<file path="src/rtl/pwm_pkg.sv">
// Shared sizing helpers and duty types for the multichannel PWM block.
package pwm_pkg;

  localparam int PWM_WORD_LENGTH_DEFAULT = 8;

  // Duty counts span 0..WORD_LENGTH inclusive, hence the +1.
  function automatic int duty_width(input int word_length);
    return $clog2(word_length + 1);
  endfunction

  localparam int DUTY_W = duty_width(PWM_WORD_LENGTH_DEFAULT);

  typedef logic [DUTY_W-1:0] duty_t;

endpackage

</file>
<file path="src/rtl/onehot_duty_decoder.sv">
// Converts a one-hot duty word into a high-time count; flags multi-hot words.
module onehot_duty_decoder
  import pwm_pkg::*;
#(
  parameter int WORD_LENGTH = 8,
  parameter int DW          = duty_width(WORD_LENGTH)
) (
  input  logic [WORD_LENGTH-1:0] i_duty,
  output logic [DW-1:0]          o_duty,
  output logic                   o_multi
);

  logic [DW-1:0] w_ones;
  logic [DW-1:0] w_pos;

  always_comb begin
    w_ones = '0;
    w_pos  = '0;
    for (int k = 0; k < WORD_LENGTH; k++) begin
      if (i_duty[k]) begin
        w_ones = w_ones + DW'(1);
        w_pos  = DW'(k + 1);
      end
    end
  end

  // Only a single set bit yields a nonzero count; zero and multi-hot both give 0.
  assign o_multi = (w_ones > DW'(1));
  assign o_duty  = (w_ones == DW'(1)) ? w_pos : '0;

endmodule

</file>
<file path="src/rtl/pwm_multichannel.sv">
// Multichannel PWM: shared prescaler and step counter, per-channel shadow/active duty.
module pwm_multichannel
  import pwm_pkg::*;
#(
  parameter int WORD_LENGTH = 8,
  parameter int CHANNELS    = 4,
  parameter int PRESCALE    = 1
) (
  input  logic                   clk,
  input  logic                   reset,
  input  logic [CHANNELS-1:0]    load_i,
  input  logic [WORD_LENGTH-1:0] duty_i,
  input  logic                   enable_i,
  output logic [CHANNELS-1:0]    pwm_o,
  output logic                   period_start_o,
  output logic [CHANNELS-1:0]    invalid_o
);

  localparam int DW = duty_width(WORD_LENGTH);
  localparam int PW = (PRESCALE > 1) ? $clog2(PRESCALE) : 1;
  localparam logic [PW-1:0] PRESC_LAST = PW'(PRESCALE - 1);
  localparam logic [DW-1:0] CNT_LAST   = DW'(WORD_LENGTH - 1);

  logic [DW-1:0] w_duty;
  logic          w_multi;

  onehot_duty_decoder #(
    .WORD_LENGTH (WORD_LENGTH),
    .DW          (DW)
  ) u_decoder (
    .i_duty  (duty_i),
    .o_duty  (w_duty),
    .o_multi (w_multi)
  );

  logic [PW-1:0] r_presc;
  logic [DW-1:0] r_cnt;
  logic          r_period_start;
  logic          w_tick;
  logic          w_wrap;

  assign w_tick = enable_i && (r_presc == PRESC_LAST);
  assign w_wrap = w_tick && (r_cnt == CNT_LAST);

  always_ff @(posedge clk) begin
    if (reset) begin
      r_presc        <= '0;
      r_cnt          <= '0;
      r_period_start <= 1'b0;
    end else begin
      // The pulse marks the first enabled clock of step 0, where pwm_o picks up cnt=0.
      r_period_start <= enable_i && (r_cnt == '0) && (r_presc == '0);
      if (enable_i) begin
        r_presc <= w_tick ? '0 : r_presc + PW'(1);
        if (w_tick) begin
          r_cnt <= w_wrap ? '0 : r_cnt + DW'(1);
        end
      end
    end
  end

  assign period_start_o = r_period_start;

  for (genvar gi = 0; gi < CHANNELS; gi++) begin : g_ch
    logic [DW-1:0] r_shadow;
    logic [DW-1:0] r_active;
    logic          r_pwm;
    logic          r_invalid;

    always_ff @(posedge clk) begin
      if (reset) begin
        r_shadow  <= '0;
        r_active  <= '0;
        r_pwm     <= 1'b0;
        r_invalid <= 1'b0;
      end else begin
        if (load_i[gi]) begin
          r_shadow <= w_duty;
          if (w_multi) begin
            r_invalid <= 1'b1;
          end
        end
        // A load landing on the wrap tick goes straight into the new period.
        if (w_wrap) begin
          r_active <= load_i[gi] ? w_duty : r_shadow;
        end
        if (enable_i) begin
          r_pwm <= (r_cnt < r_active);
        end
      end
    end

    assign pwm_o[gi]     = r_pwm;
    assign invalid_o[gi] = r_invalid;
  end

endmodule

</file>
<file path="config.mk">
export PLATFORM = sky130hd
export DESIGN_NAME = pwm_multichannel
export DESIGN_NICKNAME = d
export VERILOG_FILES = /design/src/rtl/pwm_pkg.sv /design/src/rtl/onehot_duty_decoder.sv /design/src/rtl/pwm_multichannel.sv
export SDC_FILE = /design/constraint.sdc
export NUM_CORES = 1
export LEC_CHECK = 0
export CAP_MARGIN = 20
export CORE_ASPECT_RATIO = 2
export CORE_MARGIN = 4
export CORE_UTILIZATION = 40
export CTS_BUF_LIST = sky130_fd_sc_hd__clkbuf_8
export CTS_CLUSTER_SIZE = 10
export DETAILED_ROUTE_END_ITERATION = 8
export GPL_TIMING_DRIVEN = 0
export PLACE_DENSITY = 0.7
export SLEW_MARGIN = 30
export SYNTH_ARGS = -nofsm -noshare
export SYNTH_HDL_FRONTEND = slang
export SYNTH_SLANG_ARGS = --single-unit
</file>
<file path="constraint.sdc">
create_clock -name clk -period 10.9 [get_ports clk]
set_input_delay 1.09 -clock clk [delete_from_list [all_inputs] [get_ports clk]]
set_output_delay 1.09 -clock clk [all_outputs]
set_load 0.01 [all_outputs]
</file>
[Word-level counts from Yosys, hierarchy flattened]
Index checks and enable logic that the tools add are counted.
Cells by class
  add/sub/neg operators: 9
  magnitude comparators: 5
  equal/unequal tests: 2
  multiplexer cells: 22
  bitwise logic cells: 1
  reduce and logical (&&, ||, !) cells: 10
Operators with widths (number)
  $mux W4: 14
  $add A4 B1 Y4 const B: 7
  $lt A4 B4 Y1: 4
  $mux W3: 4
  $reduce_and A2 Y1: 5
  $eq A4 B1 Y1 const B: 1
  $eq A4 B3 Y1 const B: 1
  $gt A4 B1 Y1 const B: 1
  $logic_and A1 B1 Y1: 4
  $logic_not A4 Y1: 1
  $mux W2: 2
  $add A1 B1 Y2 const B: 1
  $mux W1: 2
  $add A1 B1 Y1 const B: 1
  $not A1 Y1: 1
Word-level totals
  flip-flop bits (word level): 46
  input bits: 15
  output and inout port bits: 9
  word-level logic and storage cells: 68

[Longest topological paths before layout]
Gate-level depths: netlist of run 1.
  depth after elaboration: 18
  depth in mapped cells: 22
  mapped depth without buffers: 22

[Cells and area by module]
A second synthesis of run 1 with hierarchy kept.
Second synthesis, totals
  cells, all modules: 307
  area total of the unflattened synthesis: 2867.8 sq um
By module, submodules not included
  pwm_multichannel: instances 1, cells an instance 201, area each 2083.2 sq um, seq. area each 920.9 sq um
  onehot_duty_decoder: instances 1, cells an instance 106, area each 784.5 sq um, seq. area each 0.0 sq um

[Worst setup path before layout of run 1]
Ideal clock, no wire load.
  kind: input -> register
  start point: in duty_i[0]
  end point: reg g_ch[0].r_active[3]
  library setup time: 83 ps
  arrival: 5494 ps
  required time: 10817 ps
  slack: 5323 ps
  stages: 19
  buffers on the path: 1
  cells stage by stage: inv_1 -> ha_1 -> xor2_2 -> ha_1 -> nand2_1 -> o21ai_0 -> ha_1 -> mux2_2 -> ha_1 -> a32o_1 -> or2_2 -> ha_1 -> nand2_1 -> xnor3_1 -> o211a_1 -> o211a_1 -> or4_1 -> buf_2 -> o31ai_4
On the way
  cells in the longest elaborated chain, start to end: 18
Ends and longest elaborated chain
  start: declaration: RTL line pwm_multichannel.sv:12  | input logic [WORD_LENGTH-1:0] duty_i,
  $mux W1 (*): RTL line onehot_duty_decoder.sv:20  | if (i_duty[k]) begin
  $add A1 B1 Y2: RTL line onehot_duty_decoder.sv:21  | w_ones = w_ones + DW'(1);
  $mux W4 (*): RTL line onehot_duty_decoder.sv:20
  $add A4 B1 Y4: RTL line onehot_duty_decoder.sv:21
  $mux W4 (*): RTL line onehot_duty_decoder.sv:20
  $add A4 B1 Y4: RTL line onehot_duty_decoder.sv:21
  $mux W4 (*): RTL line onehot_duty_decoder.sv:20
  $add A4 B1 Y4: RTL line onehot_duty_decoder.sv:21
  [2 not listed]
  $mux W4 (*): RTL line onehot_duty_decoder.sv:20
  $add A4 B1 Y4: RTL line onehot_duty_decoder.sv:21
  $mux W4 (*): RTL line onehot_duty_decoder.sv:20
  $add A4 B1 Y4: RTL line onehot_duty_decoder.sv:21
  $mux W4 (*): RTL line onehot_duty_decoder.sv:20
  $eq A4 B1 Y1 (*): RTL line onehot_duty_decoder.sv:29  | assign o_duty = (w_ones == DW'(1)) ? w_pos : '0;
  $mux W4 (*): RTL line onehot_duty_decoder.sv:29
  $mux W4 (*)
  end signal: assignment: RTL line pwm_multichannel.sv:85  | r_active <= load_i[gi] ? w_duty : r_shadow;
  end: declaration: RTL line pwm_multichannel.sv:66  | logic [DW-1:0] r_active;
Every way passes the cells marked *; elsewhere a longest branch is shown, timed or not.
A chain may end at the register's enable or synchronous reset.

[Final worst setup path of run 1]
  start point: in duty_i[1]
  end point: reg g_ch[0].r_active[3]
On the way
  cells in the longest elaborated chain, start to end: 16
Ends and longest elaborated chain (RTL line)
  $mux W4 (*): onehot_duty_decoder.sv:20
  $add A4 B1 Y4: onehot_duty_decoder.sv:21
  $mux W4 (*): onehot_duty_decoder.sv:20
  $add A4 B1 Y4: onehot_duty_decoder.sv:21
  $mux W4 (*): onehot_duty_decoder.sv:20
  $add A4 B1 Y4: onehot_duty_decoder.sv:21
  $mux W4 (*): onehot_duty_decoder.sv:20
  $add A4 B1 Y4: onehot_duty_decoder.sv:21
  $mux W4 (*): onehot_duty_decoder.sv:20
  $add A4 B1 Y4: onehot_duty_decoder.sv:21
  $mux W4 (*): onehot_duty_decoder.sv:20
  $add A4 B1 Y4: onehot_duty_decoder.sv:21
  $mux W4 (*): onehot_duty_decoder.sv:20
  $eq A4 B1 Y1 (*): onehot_duty_decoder.sv:29
  $mux W4 (*): onehot_duty_decoder.sv:29
  $mux W4 (*)
Marked as above.

==> flow_summary_export.csv, run 1 <==
group,metric,value,unit
status,status,"complete, no violations",
sta,final_max_slew_viol_count,0,
floorplanning,die_h,126,um
sta,relSlewSlack,62.4,%
synth,ys_seq_area_share,33.0,%
synth,synth_cell_types,54,
setup_path,cp-end-kind,"register",
sta,final.setup_skew,0.00557,ns
clocking,cts_setup_buffers,0,
cells_and_area,nets,392,
global_routing,grt_pass1_wl,10600,um
setup_path,crit_type,"input pin to register",
power,p_total,0.482,mW
clocking,ctsResizeCount,0,
hold_path,worstHoldPathCells,1,
floorplanning,fp.dieW,67.1,um
global_routing,antenna_found_initial,0,
synth,synthArstFlopShare,0,%
synth,syn_area_per_cell,8.48,um2
cells_and_area,drive_above_1_share,8.43,%
setup_path,reg2reg_from,"r_cnt[1]$_SDFFE_PP0P_",
sta,timing.fmax,0.160,GHz
clocking,htreeDepth,2,
clocking,cts_sinks,46,
power,leakagePower,1.24,nW
detailed_routing,drt_iter0_markers,104,
synth,ys.warnings.count,0,
synth,synth_flop_cell,"dfxtp_1",
setup_path,cp_max_fo,8,
synth,synth_edf_count,0,
clocking,cts_tree,"yes",
clocking,clock_path_buffers,2,
global_routing,grt-ovfl-total,0,
hold_path,hold-path-endpoint,"r_presc$_SDFFE_PP0P_",
hold_path,hp-start,"r_presc$_SDFFE_PP0P_",
synth,syn_area,2790,um2
synth,synth_area_leader_cell,"dfxtp_1",
detailed_routing,drc_errors,0,
detailed_routing,viasPerCell,5.41,
synth,yosysTopAreaCellShare,33.0,%
cells_and_area,area_growth,15.9,%
setup_path,worst-r2r-cell-count,5,
synth,synth_nets,366,
detailed_routing,wl_per_cell,14.3,um
clocking,cts_root_buf,"clkbuf_8",
sta,fin_crit,6.26,ns
floorplanning,core_area,6730,um2
global_routing,grt_use_total,16.3,%
power,ir_worst_vdd,0.0597,mV
place,hpwlAfterDp,5140,um
floorplanning,rows,42,
power,power_density,149,nW/um2
floorplanning,floorplan.io_pins,24,
floorplanning,initial_core_util,41.5,%
detailed_routing,dr.pass1.iters,4,
setup_path,rrSetupSlack,8.94,ns
detailed_routing,vias,2400,
detailed_routing,ant_nets,0,
setup_path,cp.arrival,6.49,ns
global_routing,grt_pass1_vias,2346,
synth,synth_most_common_cell,"dfxtp_1",
hold_path,hold_class,"register to register",
global_routing,grt_start_max_net_pins,15,
setup_path,rr_endpoint,"g_ch[0].r_active[3]$_SDFFE_PP0P_",
sta,rsz0062_at_grt,"false",
floorplanning,dieArea,8460,um2
synth,synth_common_cells,"46 x dfxtp_1, 30 x nor2_1, 22 x ha_1, 22 x nand2_1",
clocking,clk_latency,0.31,ns
setup_path,start_kind,"input pin",
detailed_routing,drt-total-wl,6350,um
synth,synth_area_leaders,"dfxtp_1 33%, ha_1 9.9%, nand2b_1 4.7%",
sta,final-setup-viol-count,0,
clocking,cts_made_buffers,5,
setup_path,required,11.13,ns
sta,setup_tns,0,ns
sta,tightestPinTransition,0.561,ns
clocking,path_clk_slew,0.09,ns
sta,period_share,57.4,%
sta,finalHoldViolCount,0,
synth,syn_inst,329,
flow_run,drv_cap,0,
clocking,cts_hold_buf,0,
place,gp_congestion,0.767,
synth,synth_seq_cells,46,
place,portBuffers,19,
cells_and_area,diodes,0,
## registers in the layout, indices dropped and copies added, names as in the netlist
register        cells
period_start_o      1
g_ch.r_invalid      4
r_presc             1
g_ch.r_pwm          4
r_cnt               4
g_ch.r_active      16
g_ch.r_shadow      16
## how the worst max path moves through the flow
stage / slack, ns / depth (start not counted) / from / endpoint
after floorplan: 5.32 / 19 / duty_i[0] / g_ch[0].r_active[3]$_SDFFE_PP0P_
after global routing: 4.35 / 20 / duty_i[1] / g_ch[0].r_active[3]$_SDFFE_PP0P_
after CTS: 4.62 / 20 / duty_i[0] / g_ch[0].r_active[3]$_SDFFE_PP0P_
final: 4.64 / 20 / duty_i[1] / g_ch[0].r_active[3]$_SDFFE_PP0P_
after detailed placement: 4.30 / 20 / duty_i[0] / g_ch[0].r_active[3]$_SDFFE_PP0P_
after global placement: 4.41 / 20 / duty_i[0] / g_ch[0].r_active[3]$_SDFFE_PP0P_
## logic make-up after synthesis
kind of cell | after synthesis | synth area share (%)
compound gates | 84 | 19.8
xor+xnor | 13 | 6.46
fa+ha+maj | 22 | 9.87
buf+inv | 46 | 7.89
flops | 46 | 33.0
mux | 6 | 2.20
simple gates | 112 | 20.8
## power by group
| part | total [mW] | internal, mW | switching, mW | leakage (nW) |
|---|---|---|---|---|
| clock | 0.158 | 0.0978 | 0.0606 | 0.0714 |
| combinational | 0.141 | 0.0657 | 0.0750 | 0.796 |
| sequential | 0.183 | 0.177 | 0.00547 | 0.373 |
## cell usage in the layout, fill, tap and decap left out, drive strengths merged, types with 3 or more instances in the layout
cell           count
a21oi             20
a31oi              4
ha                22
nor2              30
a21boi             4
clkdlybuf4s50     19
o32ai              4
xor2               3
xnor2              7
o21ai             15
nand3              3
o2bb2ai            4
inv               22
buf               14
mux2i              5
o22ai             20
nor3              10
clkbuf            16
dfxtp             46
o211a              4
nand2b            21
nor4               4
nand2             23
## worst max-delay path, cell delays in order
cell	delay, ns
clkdlybuf4s50_1	0.50
inv_1	0.08
ha_1	0.35
xor2_2	0.36
ha_1	0.32
nand2_1	0.08
o21ai_0	0.13
ha_1	0.32
mux2_2	0.27
ha_1	0.28
a32o_1	0.25
or2_2	0.30
ha_1	0.22
nand2_1	0.07
xnor3_1	0.49
o211a_1	0.19
o211a_1	0.29
or4_1	0.47
buf_2	0.20
o31ai_4	0.21
## metal layers
metal	up-vias	GRT usage, %	share of wire (%)
li1	1220	-	-
met1	1107	15.1	36
met2	53	31.2	57
met3	20	2.23	3.0
met4	0	10.4	4.1
met5	-	0	0
## cell type report
| cell class | instances | area, um2 |
|---|---|---|
| multi-input combinational | 237 | 1650 |
| fill | 678 | 3490 |
| clock inverter | 2 | 60.1 |
| tap | 88 | 110 |
| inverter | 22 | 82.6 |
| timing repair buffer | 19 | 190 |
| clock buffer | 6 | 82.6 |
| buffer | 24 | 138 |
| sequential | 46 | 921 |
## through the flow
stage          setup slack (ns)  hold WS, ns  cell area, um2  util [%]  std cells
2_1_floorplan              5.32        0.458            2790         -        329
3_3_place_gp               4.41        0.462            3090      45.9        436
3_5_place_dp               4.30        0.467            3090      45.9        436
4_1_cts                    4.62        0.478            3230      48.1        444
5_1_grt                    4.35        0.485            3230      48.1        444
6_report                   4.64        0.481            3230      48.1        444
(Power assumes the default switching activity.)
==> run 2, diff against run 1 <==
--- a/config.mk
+++ b/config.mk
@@ -13,7 +13,7 @@
 export CTS_CLUSTER_SIZE = 10
 export DETAILED_ROUTE_END_ITERATION = 8
 export GPL_TIMING_DRIVEN = 0
-export PLACE_DENSITY = 0.7
+export PLACE_DENSITY = 0.72
 export SLEW_MARGIN = 30
 export SYNTH_ARGS = -nofsm -noshare
 export SYNTH_HDL_FRONTEND = slang
==> constraint.sdc (replaced) <==
create_clock -name clk -period 5.12 [get_ports clk]
set_input_delay 0.512 -clock clk [delete_from_list [all_inputs] [get_ports clk]]
set_output_delay 0.512 -clock clk [all_outputs]
set_load 0.01 [all_outputs]
==> run 2 against run 1 <==
Combinational power rose to 2.5 times the previous value. Via count rose by 3.1%. Critical path depth increased by 2. Power grew 100%. Non-clock buffer count grew 4. Count of clock-buffer cells in the layout unchanged. Core utilization increased by 1.0 points. Clock power increased by 50%. Clock skew increased by 0.0049 ns. Cell count is 0.90% higher. Global-route usage grew 1.4 points. Sequential share of layout area fell by 0.60 points. Critical path type unchanged.
==> flow_summary_export.csv, run 2 (synthesis results as in run 1) <==
group,metric,value,unit
sta,timing.fmax,0.202,GHz
clocking,cts_tree,"yes",
sta,finalHoldViolCount,0,
sta,period_share,96.9,%
cells_and_area,area_growth,18.4,%
clocking,cts_made_buffers,5,
global_routing,antenna_found_initial,0,
cells_and_area,multiInputGateArea,1730,um2
sta,final.setup_skew,0.0104,ns
detailed_routing,drt_iter0_markers,127,
floorplanning,core_area,6730,um2
setup_path,cp-end-kind,"register",
sta,whs,0.485,ns
cells_and_area,final_common_cell,"dfxtp_1",
detailed_routing,vias,2475,
setup_path,rrSetupSlack,3.19,ns
hold_path,hp-start,"r_presc$_SDFFE_PP0P_",
setup_path,cp_num_buf_inv,3,
power,sw_frac_of_total,32.9,%
detailed_routing,wl_per_cell,15.7,um
floorplanning,fp.dieW,67.1,um
clocking,clock_path_buffers,2,
setup_path,start_kind,"input pin",
clocking,cts_hold_buf,0,
cells_and_area,layout_common_cells,"46 x dfxtp_1, 30 x nor2_1, 21 x inv_1, 21 x nand2b_1",
clocking,clk_latency,0.31,ns
global_routing,grt_util_met1,16.0,%
power,leakagePower,1.25,nW
detailed_routing,ant_nets,0,
power,ir_worst_vdd,0.138,mV
clocking,htreeDepth,2,
power,switching_power,0.323,mW
global_routing,grt_start_max_net_pins,15,
floorplanning,initial_core_util,41.5,%
global_routing,grt_use_total,17.7,%
place,portBuffers,19,
setup_path,required,5.36,ns
sta,setup_tns,0,ns
power,power_frac_seq,39.6,%
global_routing,grt-ovfl-total,0,
power,power_density,297,nW/um2
clocking,cts_sinks,46,
setup_path,worst-r2r-cell-count,5,
sta,relSlewSlack,57.9,%
power,clock_power_share,24.1,%
cells_and_area,nets,396,
sta,final-setup-viol-count,0,
global_routing,grt_pass1_vias,2505,
detailed_routing,drt-total-wl,7020,um
flow_run,drv_cap,0,
cells_and_area,diodes,0,
clocking,cts_root_buf,"clkbuf_8",
sta,tightestPinTransition,0.627,ns
hold_path,worstHoldPathCells,1,
setup_path,path_common_cell,"ha_4",
detailed_routing,viasPerCell,5.52,
cells_and_area,num-fill-cells,697,
setup_path,cp_top_family,"simple AND/OR/NAND/NOR gates",
hold_path,hold-path-endpoint,"r_presc$_SDFFE_PP0P_",
setup_path,reg2reg_from,"r_cnt[1]$_SDFFE_PP0P_",
place,gp_congestion,0.856,
cells_and_area,reg_top3,"g_ch.r_active x16, g_ch.r_shadow x16",
global_routing,use_met2,34.2,%
floorplanning,dieArea,8460,um2
status,status,"complete, no violations",
place,placed_cells,436,
setup_path,cp_slowest_cell,"or4_1",
cells_and_area,register_area,921,um2
sta,fin_crit,4.96,ns
global_routing,grt_pass1_wl,11500,um
floorplanning,rows,42,
cells_and_area,drive_above_1_share,12.5,%
setup_path,crit_path_cell_trace,"dlygate4sd2_1, ha_2, or2_2, nand2_2, inv_1, ha_4, nand2_2, o21ai_2, ha_1, mux2_4, ha_4, a32o_2, or2_2, ha_1, nand2b_1, o21a_1, ha_4, and3b_1, mux2i_1, or4_1, buf_6, o31ai_4",
detailed_routing,drc_errors,0,
setup_path,cp.arrival,5.20,ns
cells_and_area,fin_cells,448,
floorplanning,die_h,126,um
power,power.internal,0.659,mW
clocking,path_clk_slew,0.09,ns
setup_path,crit_type,"input pin to register",
setup_path,rr_endpoint,"g_ch[0].r_active[3]$_SDFFE_PP0P_",
global_routing,grt_use_met3,2.41,%
setup_path,critPathMaxStageDelay,0.50,ns
detailed_routing,dr.pass1.iters,4,
global_routing,busiest_layer,"met2",
power,p_comb_share,36.2,%
hold_path,hold_class,"register to register",
floorplanning,floorplan.io_pins,24,
sta,rsz0062_at_grt,"false",
place,hpwlAfterDp,5430,um
sta,final_max_slew_viol_count,0,
setup_path,cp_max_fo,8,
==> run 2: changes by cell type in the layout (fill, tap and decap cells not counted), moves of 2 or more <==
cell,before,now
buf_4,10,14
bufinv_16,2,0
clkdlybuf4s50_1,19,17
dlygate4sd2_1,0,2
ha_1,22,17
ha_4,0,4
nand2_1,22,20
nand2_2,1,3
==> run 2: power by group through the flow <==
stage / Combinational, mW / Sequential (mW) / Clock, mW
final: 0.356 / 0.389 / 0.237
after global routing: 0.390 / 0.392 / 0.259
after floorplan: 0.219 / 0.394 / 0
after global placement: 0.297 / 0.397 / 0
after detailed placement: 0.304 / 0.398 / 0
after CTS: 0.329 / 0.390 / 0.243
==> run 2: repair_timing <==
action                     4_1_cts  5_1_grt
gates resized for setup         12        7
gates cloned                     0        0
buffers inserted                 3        1
hold endpoints to repair         0        0
pin swaps                        2        2
setup endpoints to repair       36       12
==> run 2: routing by layer <==
metal	wire, um	vias up	share of wire [%]
li1	-	1229	-
met1	2340	1147	33
met2	4090	73	58
met3	243	26	3.5
met4	357	0	5.1
met5	0	-	0
==> run 2: cell type report <==
type,instances,share of cell area (%)
repair buffers,23,6.59
plain buffers,24,4.36
well taps,88,3.33
flip-flops and latches,46,27.9
clock buffers,6,2.50
inverters,22,2.50
multi-input cells,237,52.5
clock inverters,2,0.379
==> run 2: worst register-to-register path, cell delays in order, from the launching register on <==
cell,delay (ns)
dfxtp_1,0.50
ha_1,0.25
nand4b_1,0.27
clkbuf_1,0.36
a31oi_1,0.33
o31ai_4,0.10
==> run 2: worst max-delay path by stage <==
stage,start,endpoint,slack [ns],depth (start not counted)
after floorplan,duty_i[0],g_ch[0].r_active[3]$_SDFFE_PP0P_,0.12,19
after global placement,duty_i[0],g_ch[0].r_active[3]$_SDFFE_PP0P_,-0.82,20
after detailed placement,duty_i[0],g_ch[0].r_active[3]$_SDFFE_PP0P_,-0.90,20
after CTS,duty_i[0],g_ch[0].r_active[3]$_SDFFE_PP0P_,0.07,22
after global routing,duty_i[0],g_ch[0].r_active[3]$_SDFFE_PP0P_,0.006,22
final,duty_i[0],g_ch[0].r_active[3]$_SDFFE_PP0P_,0.16,22
==> run 2: through the flow <==
| step | util (%) | total power [mW] | area [um2] | setup WS [ns] |
|---|---|---|---|---|
| after floorplan | - | 0.613 | 2790 | 0.121 |
| after global placement | 45.9 | 0.694 | 3090 | -0.820 |
| after global routing | 49.1 | 1.04 | 3300 | 0.00592 |
| after detailed placement | 45.9 | 0.702 | 3090 | -0.900 |
| after CTS | 48.3 | 0.962 | 3250 | 0.0673 |
| final | 49.1 | 0.982 | 3300 | 0.159 |
==> run 3, diff against run 2 <==
--- a/config.mk
+++ b/config.mk
@@ -13,6 +13,7 @@
 export CTS_CLUSTER_SIZE = 10
 export DETAILED_ROUTE_END_ITERATION = 8
 export GPL_TIMING_DRIVEN = 0
+export HOLD_SLACK_MARGIN = 0.12
 export PLACE_DENSITY = 0.72
 export SLEW_MARGIN = 30
 export SYNTH_ARGS = -nofsm -noshare
==> results of run 3 <==
The final DEF is identical to that of run 2; final timing and power are the same.
